$ cat config.mk
export PLATFORM = sky130hd
export DESIGN_NAME = disp_time_7seg_scan
export DESIGN_NICKNAME = d
export VERILOG_FILES = /design/src/rtl/disp_time_7seg_scan.sv
export SDC_FILE = /design/constraint.sdc
export NUM_CORES = 1
export LEC_CHECK = 0
export ABC_AREA = 1
export CORE_ASPECT_RATIO = 0.8
export CORE_MARGIN = 2
export CORE_UTILIZATION = 35
export DETAILED_ROUTE_END_ITERATION = 6
export GPL_TIMING_DRIVEN = 0
export HOLD_SLACK_MARGIN = 0.1
export PLACE_DENSITY_LB_ADDON = 0.25
export SYNTH_ARGS = -nofsm -noshare
export SYNTH_HDL_FRONTEND = slang
export SYNTH_SLANG_ARGS = --single-unit
$ cat constraint.sdc
create_clock -name kh_clk -period 10.4 [get_ports kh_clk]
set_input_delay 1.04 -clock kh_clk [delete_from_list [all_inputs] [get_ports kh_clk]]
set_output_delay 1.04 -clock kh_clk [all_outputs]
set_load 0.05 [all_outputs]
$ cat src/rtl/disp_time_7seg_scan.sv
// disp_time_7seg_scan
//   Samples the packed 12-hour time word once per display frame, converts
//   hr/min/sec to BCD with a sequential subtract-10 engine and scans a
//   6-digit common-anode seven-segment display (HH MM SS), all on kh_clk.
//
// Ports
//   kh_clk     in   1   1 kHz clock, rising edge
//   reset      in   1   asynchronous, active-high
//   disp_time  in   27  {hr[26:22], min[21:16], sec[15:10], ms[9:0]} (ms unused)
//   an_n       out  6   digit enables, active-low; bit0 = sec ones, bit5 = hr tens
//   seg_n      out  7   segments {g,f,e,d,c,b,a}, active-low
//   dp_n       out  1   decimal point, active-low
//   range_err  out  1   displayed word had an out-of-range field
//
// Build option
//   DP_BLINK_EN  when defined, dp_n lights the hr/min and min/sec separators
//                (digits 4 and 2) while the displayed seconds value is even.
module disp_time_7seg_scan #(
  parameter int unsigned SCAN_DIV      = 2,
  parameter int unsigned HR_MAX        = 11,
  parameter bit          HR_ZERO_AS_12 = 1'b1
) (
  input  logic        kh_clk,
  input  logic        reset,
  input  logic [26:0] disp_time,
  output logic [5:0]  an_n,
  output logic [6:0]  seg_n,
  output logic        dp_n,
  output logic        range_err
);

  localparam int unsigned     DIV_W    = (SCAN_DIV > 1) ? $clog2(SCAN_DIV) : 1;
  localparam logic [DIV_W-1:0] DIV_LAST = DIV_W'(SCAN_DIV - 1);
  localparam logic [4:0]      HR_MAX_L = HR_MAX[4:0];
  localparam logic [6:0]      SEG_BLANK = 7'b1111111;
  localparam logic [6:0]      SEG_DASH  = 7'b0111111;

  typedef enum logic [1:0] {IDLE, LATCH, CONV, DONE} state_t;

  function automatic logic [6:0] seg7(input logic [3:0] d);
    case (d)
      4'd0:    seg7 = 7'b1000000;
      4'd1:    seg7 = 7'b1111001;
      4'd2:    seg7 = 7'b0100100;
      4'd3:    seg7 = 7'b0110000;
      4'd4:    seg7 = 7'b0011001;
      4'd5:    seg7 = 7'b0010010;
      4'd6:    seg7 = 7'b0000010;
      4'd7:    seg7 = 7'b1111000;
      4'd8:    seg7 = 7'b0000000;
      4'd9:    seg7 = 7'b0010000;
      default: seg7 = SEG_BLANK;
    endcase
  endfunction

  // Scan counter
  logic [DIV_W-1:0] div_cnt_q;
  logic [2:0]       dig_q;
  logic             frame_start;

  assign frame_start = (dig_q == 3'd0) && (div_cnt_q == '0);

  always_ff @(posedge kh_clk or posedge reset) begin
    if (reset) begin
      div_cnt_q <= '0;
      dig_q     <= '0;
    end else if (div_cnt_q == DIV_LAST) begin
      div_cnt_q <= '0;
      dig_q     <= (dig_q == 3'd5) ? 3'd0 : dig_q + 3'd1;
    end else begin
      div_cnt_q <= div_cnt_q + 1'b1;
    end
  end

  // Conversion FSM with working and shadow registers
  state_t           state_q;
  logic [4:0]       hr_w_q;
  logic [5:0]       min_w_q;
  logic [5:0]       sec_w_q;
  logic [2:0]       hr_t_q;
  logic [2:0]       min_t_q;
  logic [2:0]       sec_t_q;
  logic             hr_bad_q;
  logic             min_bad_q;
  logic             sec_bad_q;
  logic [5:0][6:0]  shadow_seg_q;
  logic             shadow_err_q;
  logic             shadow_valid_q;
`ifdef DP_BLINK_EN
  logic             shadow_dp_q;
`endif

  always_ff @(posedge kh_clk or posedge reset) begin
    if (reset) begin
      state_q        <= IDLE;
      hr_w_q         <= '0;
      min_w_q        <= '0;
      sec_w_q        <= '0;
      hr_t_q         <= '0;
      min_t_q        <= '0;
      sec_t_q        <= '0;
      hr_bad_q       <= 1'b0;
      min_bad_q      <= 1'b0;
      sec_bad_q      <= 1'b0;
      shadow_seg_q   <= '1;
      shadow_err_q   <= 1'b0;
      shadow_valid_q <= 1'b0;
`ifdef DP_BLINK_EN
      shadow_dp_q    <= 1'b0;
`endif
    end else begin
      // Commit consumes the shadow on every frame boundary.
      if (frame_start) shadow_valid_q <= 1'b0;
      case (state_q)
        IDLE: begin
          // Sample on the frame boundary itself so the word paired with a
          // commit is the one present on that same edge.
          if (frame_start) begin
            hr_w_q  <= disp_time[26:22];
            min_w_q <= disp_time[21:16];
            sec_w_q <= disp_time[15:10];
            state_q <= LATCH;
          end
        end
        LATCH: begin
          hr_t_q    <= '0;
          min_t_q   <= '0;
          sec_t_q   <= '0;
          hr_bad_q  <= hr_w_q > HR_MAX_L;
          min_bad_q <= min_w_q > 6'd59;
          sec_bad_q <= sec_w_q > 6'd59;
          if (HR_ZERO_AS_12 && (hr_w_q == '0)) hr_w_q <= 5'd12;
          state_q   <= CONV;
        end
        CONV: begin
          if ((hr_w_q < 5'd10) && (min_w_q < 6'd10) && (sec_w_q < 6'd10)) begin
            state_q <= DONE;
          end else begin
            if (hr_w_q >= 5'd10) begin
              hr_w_q <= hr_w_q - 5'd10;
              hr_t_q <= hr_t_q + 3'd1;
            end
            if (min_w_q >= 6'd10) begin
              min_w_q <= min_w_q - 6'd10;
              min_t_q <= min_t_q + 3'd1;
            end
            if (sec_w_q >= 6'd10) begin
              sec_w_q <= sec_w_q - 6'd10;
              sec_t_q <= sec_t_q + 3'd1;
            end
          end
        end
        DONE: begin
          shadow_seg_q[5] <= hr_bad_q ? SEG_DASH :
                             ((hr_t_q == '0) ? SEG_BLANK : seg7({1'b0, hr_t_q}));
          shadow_seg_q[4] <= hr_bad_q  ? SEG_DASH : seg7(hr_w_q[3:0]);
          shadow_seg_q[3] <= min_bad_q ? SEG_DASH : seg7({1'b0, min_t_q});
          shadow_seg_q[2] <= min_bad_q ? SEG_DASH : seg7(min_w_q[3:0]);
          shadow_seg_q[1] <= sec_bad_q ? SEG_DASH : seg7({1'b0, sec_t_q});
          shadow_seg_q[0] <= sec_bad_q ? SEG_DASH : seg7(sec_w_q[3:0]);
          shadow_err_q    <= hr_bad_q | min_bad_q | sec_bad_q;
`ifdef DP_BLINK_EN
          // Tens contribute multiples of 10, so ones parity is seconds parity.
          shadow_dp_q     <= ~sec_bad_q & ~sec_w_q[0];
`endif
          shadow_valid_q  <= 1'b1;
          state_q         <= IDLE;
        end
        default: state_q <= IDLE;
      endcase
    end
  end

  // Display registers and registered outputs
  logic [5:0][6:0] disp_seg_q, disp_seg_d;
  logic            range_err_q, range_err_d;
  logic [5:0]      an_n_q;
  logic [6:0]      seg_n_q;
  logic            dp_n_q;
`ifdef DP_BLINK_EN
  logic            disp_dp_q, disp_dp_d;
`endif

  always_comb begin
    disp_seg_d  = disp_seg_q;
    range_err_d = range_err_q;
`ifdef DP_BLINK_EN
    disp_dp_d   = disp_dp_q;
`endif
    if (frame_start && shadow_valid_q) begin
      disp_seg_d  = shadow_seg_q;
      range_err_d = shadow_err_q;
`ifdef DP_BLINK_EN
      disp_dp_d   = shadow_dp_q;
`endif
    end
  end

  // Segments come from the post-commit value so digit 0 of a new frame
  // already shows the new word and no frame mixes old and new digits.
  always_ff @(posedge kh_clk or posedge reset) begin
    if (reset) begin
      disp_seg_q  <= '1;
      range_err_q <= 1'b0;
      an_n_q      <= '1;
      seg_n_q     <= '1;
      dp_n_q      <= 1'b1;
`ifdef DP_BLINK_EN
      disp_dp_q   <= 1'b0;
`endif
    end else begin
      disp_seg_q  <= disp_seg_d;
      range_err_q <= range_err_d;
      an_n_q      <= ~(6'd1 << dig_q);
      seg_n_q     <= disp_seg_d[dig_q];
`ifdef DP_BLINK_EN
      disp_dp_q   <= disp_dp_d;
      dp_n_q      <= ~(disp_dp_d && ((dig_q == 3'd2) || (dig_q == 3'd4)));
`else
      dp_n_q      <= 1'b1;
`endif
    end
  end

  assign an_n      = an_n_q;
  assign seg_n     = seg_n_q;
  assign dp_n      = dp_n_q;
  assign range_err = range_err_q;

endmodule

; ---- Word-level counts from Yosys, hierarchy flattened
; Memories as Yosys holds them, arrays and structs flattened.
; Cells that the tools add are included.
[word_totals]
ff_bits = 135
mem_bits_ro = 504
memories = 6
wordCells = 127
in_bits = 29
out_inout_bits = 15
[op_classes]
reduce_logical = 19
shift = 1
n_eq_ne = 11
n_lt_le_gt_ge = 10
n_addsub = 8
mux = 39
n_bitwise = 4
[memory_table]
columns = name, words, width, read_ports, rd_clocked_by_memory_dff, wr, line
row1 = (name not given), 16, 7, 1, 0, 0, 41  ; case (d)
row2 = (name not given), 16, 7, 1, 0, 0, 41
row3 = (name not given), 16, 7, 1, 0, 0, 41
row4 = (name not given), 8, 7, 1, 0, 0, 41
row5 = (name not given), 8, 7, 1, 0, 0, 41
row6 = (name not given), 8, 7, 1, 0, 0, 41
[ops]
columns = op, n
row1 = $mux W7, 8
row2 = $mux W42, 1
row3 = $mux W6, 6
row4 = $pmux W6 S2, 2
row5 = $bmux W7 S3, 1
row6 = $mux W3, 7
row7 = $mux W5, 4
row8 = $pmux W3 S2, 3
row9 = $pmux W5 S3, 1
row10 = $ne A2 B2 Y1 const B, 7
row11 = $add A3 B1 Y3 const B, 4
row12 = $ge A6 B4 Y1 const B, 2
row13 = $gt A6 B6 Y1 const B, 2
row14 = $lt A6 B4 Y1 const B, 2
row15 = $sub A6 B4 Y6 const B, 2
row16 = $reduce_and A3 Y1, 3
row17 = $pmux W2 S4, 1
row18 = $reduce_and A4 Y1, 2
row19 = $logic_not A3 Y1, 2
row20 = $not A6 Y6, 1
row21 = $reduce_bool A2 Y1, 3
row22 = $shl A1 B3 Y6 const A, 1
row23 = $ge A5 B4 Y1 const B, 1
row24 = $gt A5 B4 Y1 const B, 1
row25 = 17 further kinds, 25

; ---- Longest topological paths before layout
[depth]
word_depth = 6
mapped_depth = 12
depth_no_buf = 11

; ---- Worst setup path before layout
; Ideal clock, no wire load.
[synth_timing]
kind = register to output
start = register an_n_q[0], in the netlist an_n[0]
end = output port an_n[0]
stages_incl_launch_ff = 1
slack_ps = 8704
t_required_ps = 9360
n_path_buf = 0
arrival_ps = 656
path_cell_list = dfstp_2
[synth_lines]
columns = element, line
row1 = "start, declared", 177  ; logic [5:0] an_n_q;
row2 = "start signal, assigned", 214  ; an_n_q <= ~(6'd1 << dig_q);
row3 = "end, declared", 26  ; output logic [5:0] an_n,
; No word-level cell between the ends.

; ---- Worst setup path in the final report
[layout_timing]
start = register seg_n_q[1], in the netlist seg_n[1]
end = output port seg_n[1]
[layout_lines]
columns = element, line
row1 = "start, declared", 178  ; logic [6:0] seg_n_q;
row2 = "start signal, assigned", 215  ; seg_n_q <= disp_seg_d[dig_q];
row3 = "end, declared", 27  ; output logic [6:0] seg_n,
; No word-level cell between the ends.

==> results.md <==
- Run status: complete, no violations
- Layout cells sized above 1: 0.188
- Largest area contributor in the netlist: dfstp_2
- Total Wirelength: 17800 um
- WP data required: 9.36 ns
- Gr ovfl total: 0
- Hold Path Class: flip-flop to flip-flop
- Total CTS buffers: 17
- Critical path, cell by cell: clkdlybuf4s50_1
- Clk_lat worst skew: 0.42 ns
- Family with the most delay on the worst path: buffers and inverters
- Die H: 134 um
- Critical path buffers and inverters: 1
- CP endpoint kind: primary output
- Fin. Hold Viols: 0
- Post-Syn Area: 0.00739 sq mm
- Commonest cells post-synth: nand2_1 (205), inv_1 (154), dfstp_2 (97)
- Max cap viols: 0
- Total power: 2.72 mW
- Initial Util: 0.357
- Worst R2R Start: hr_w_q[2]
- ANT nets after route: 0
- Clock transition at path regs: 0.06 ns
- Slew Limit Fails: 0
- Post-synth top area share: 0.345
- Sequential power share: 0.358
- CP max FO: 1
- IO Port Bufs: 32
- Final worst slack: 7.62 ns
- Final setup viols: 0
- Detailed Routing Iterations Pass 1: 5
- ANT cells: 0
- RSZ-0062 raised after global routing: no
- Postcts setup bufs: 0
- Syn. warnings: 0
- Leak: 4.27 nW
- DRC viols: 0
- Top cells by area, synth: dfstp_2 (34%), dfrtp_1 (13%), nand2_1 (10%)
- Clk network pwr share: 0.230
- Switching pwr: 1.09 mW
- Post-synth EDFFs: 0
- Count leader, synth: nand2_1
- Count of cell types in the netlist: 43
- First-pass GRT wire length: 29700 um
- CP peak stage delay: 0.79 ns
- Int Power: 1.63 mW
- CTS Sinks: 135
- Mapped Cells: 888
- F_max: 360 MHz
- H-tree depth: 4
- Root Buffer: clkbuf_16
- Arrival @ worst endpoint: 1.74 ns
- Min Tclk post-route: 2.78 ns
- Fin crit share: 0.267
- CP max-delay cell: clkdlybuf4s50_1
- Cts hold-fix bufs: 0
- Maximum VDD drop: 0.181 mV
- Drt via density: 4.72
- TNS Setup: 0 ns
- Die area: 0.0223 sq mm
- Area growth from synthesis to layout: 17.6%
- Setup WS pre-CTS: 7.98 ns
- DP Wirelength: 12900 um
- TritonCTS clock tree: done
- Clock skew: 0.00872 ns
- Post-Syn Area per Cell: 8.32 sq um
- Min-delay src: shadow_seg_q[23]
- DIE WIDTH: 166 um
- Syn Nets: 955
- Post_cts resized: 0
- Crit Path Class: flip-flop to primary output
- Initial antenna violation count: 0
- PD cells: 313 mW/mm^2
- Cell Rows: 47
- Logic pwr share: 0.412
- Startpoint types: flip-flop
- Vias in the first global route: 5502
- Register bit count reported by yosys: 135
- GRT Overall Usage: 0.168
- CP Launch Point: seg_n[1]
- Worst Hold Slack: 0.481 ns
- IO Pins: 44
- Total core area: 0.0207 sq mm
- Worst slew margin: 0.497
- Drt first-iter violations: 350
- Fillers: 2112
- WL/cell: 14.6 um
- Gpl congestion: 0.824
- Sequential area share after synthesis: 0.474
- Fin nets: 1007
- Main flop type after synthesis: dfstp_2
- Clk buf depth: 2
- Total number of vias: 5766
- Fraction of registers with async set/reset: 1.00
- Largest net degree at the start of global routing: 82
- Slew @ Worst Pin: 0.755 ns
- Final design utilization: 0.420
- Switching share of total power: 0.400
[path summary, 6_finish.rpt]
kind,end,slack [ns],depth (start not counted)
setup / recovery,seg_n[1],7.62,1
hold / removal,shadow_seg_q[23],0.48,2
setup reg to reg,hr_w_q[2],8.44,11
hold reg to reg,shadow_seg_q[23],0.48,2
max in group asynchronous,shadow_seg_q[16],8.47,3
min in group asynchronous,dig_q[1],1.14,2
[placed cells by master, fill, tap and decap left out, types with 28 or more instances in the layout]
cell,count
dfstp_2,97
nand3_1,51
nand4_1,52
and2_1,28
clkdlybuf4s50_1,32
nand2_1,205
nor2_1,35
ha_1,38
inv_1,153
dfrtp_1,38
[registers in the layout (all words and copies together) (netlist names)]
name            flops
min_w_q             6
dig_q               3
hr_w_q              5
seg_n               7
range_err           1
min_bad_q           1
shadow_seg_q       42
div_cnt_q           1
an_n                6
shadow_err_q        1
sec_w_q             6
min_t_q             3
shadow_valid_q      1
disp_seg_q         42
sec_t_q             3
sec_bad_q           1
hr_t_q              3
hr_bad_q            1
state_q             2
[area by class of cell]
cell class | count | area [sq um] | area share
timing repair buffer | 33 | 348 | 0.0400
buffer | 35 | 196 | 0.0226
multi-input combinational | 560 | 3100 | 0.357
sequential | 135 | 3500 | 0.403
clock inverter | 14 | 170 | 0.0196
inverter | 158 | 598 | 0.0688
clock buffer | 18 | 439 | 0.0505
tap | 269 | 337 | 0.0387
[routing by layer]
metal  share of wire  global-route usage  wire, um
met5               0                   0         0
met4          0.0098              0.0474       175
met3           0.030              0.0292       531
met2            0.41               0.238      7290
met1            0.55               0.261      9800
[metrics by stage]
stage	instances	cell area (sq um)
floorplan	888	7390
global placement	1189	8050
detailed placement	1190	8080
CTS	1222	8690
global route	1222	8690
finish	1222	8690
[kinds of logic (layout without fill, tap and decap cells)]
kind of cell,after synthesis,count (layout),synth area share
and+or+nand+nor,394,394,0.250
buffers and inverters,193,258,0.107
DFF,135,135,0.474
AOI/OAI and AO/OA,127,127,0.105
adders and majority gates,38,38,0.0643
other,1,1,0.000507
[tightest hold or removal path, stage by stage, from the launching register on]
cell and delay [ns]:
dfstp_2 0.36, inv_1 0.06, a21oi_1 0.06
[power by group through the flow]
stage / logic (mW) / registers (mW) / clock network [mW]
2_1_floorplan: 0.790 / 1.01 / 0
3_3_place_gp: 1.10 / 0.976 / 0
3_5_place_dp: 1.12 / 0.982 / 0
4_1_cts: 1.12 / 0.975 / 0.642
5_1_grt: 1.28 / 1.00 / 0.663
6_report: 1.12 / 0.974 / 0.627
Power figures use the tool's default switching activity.
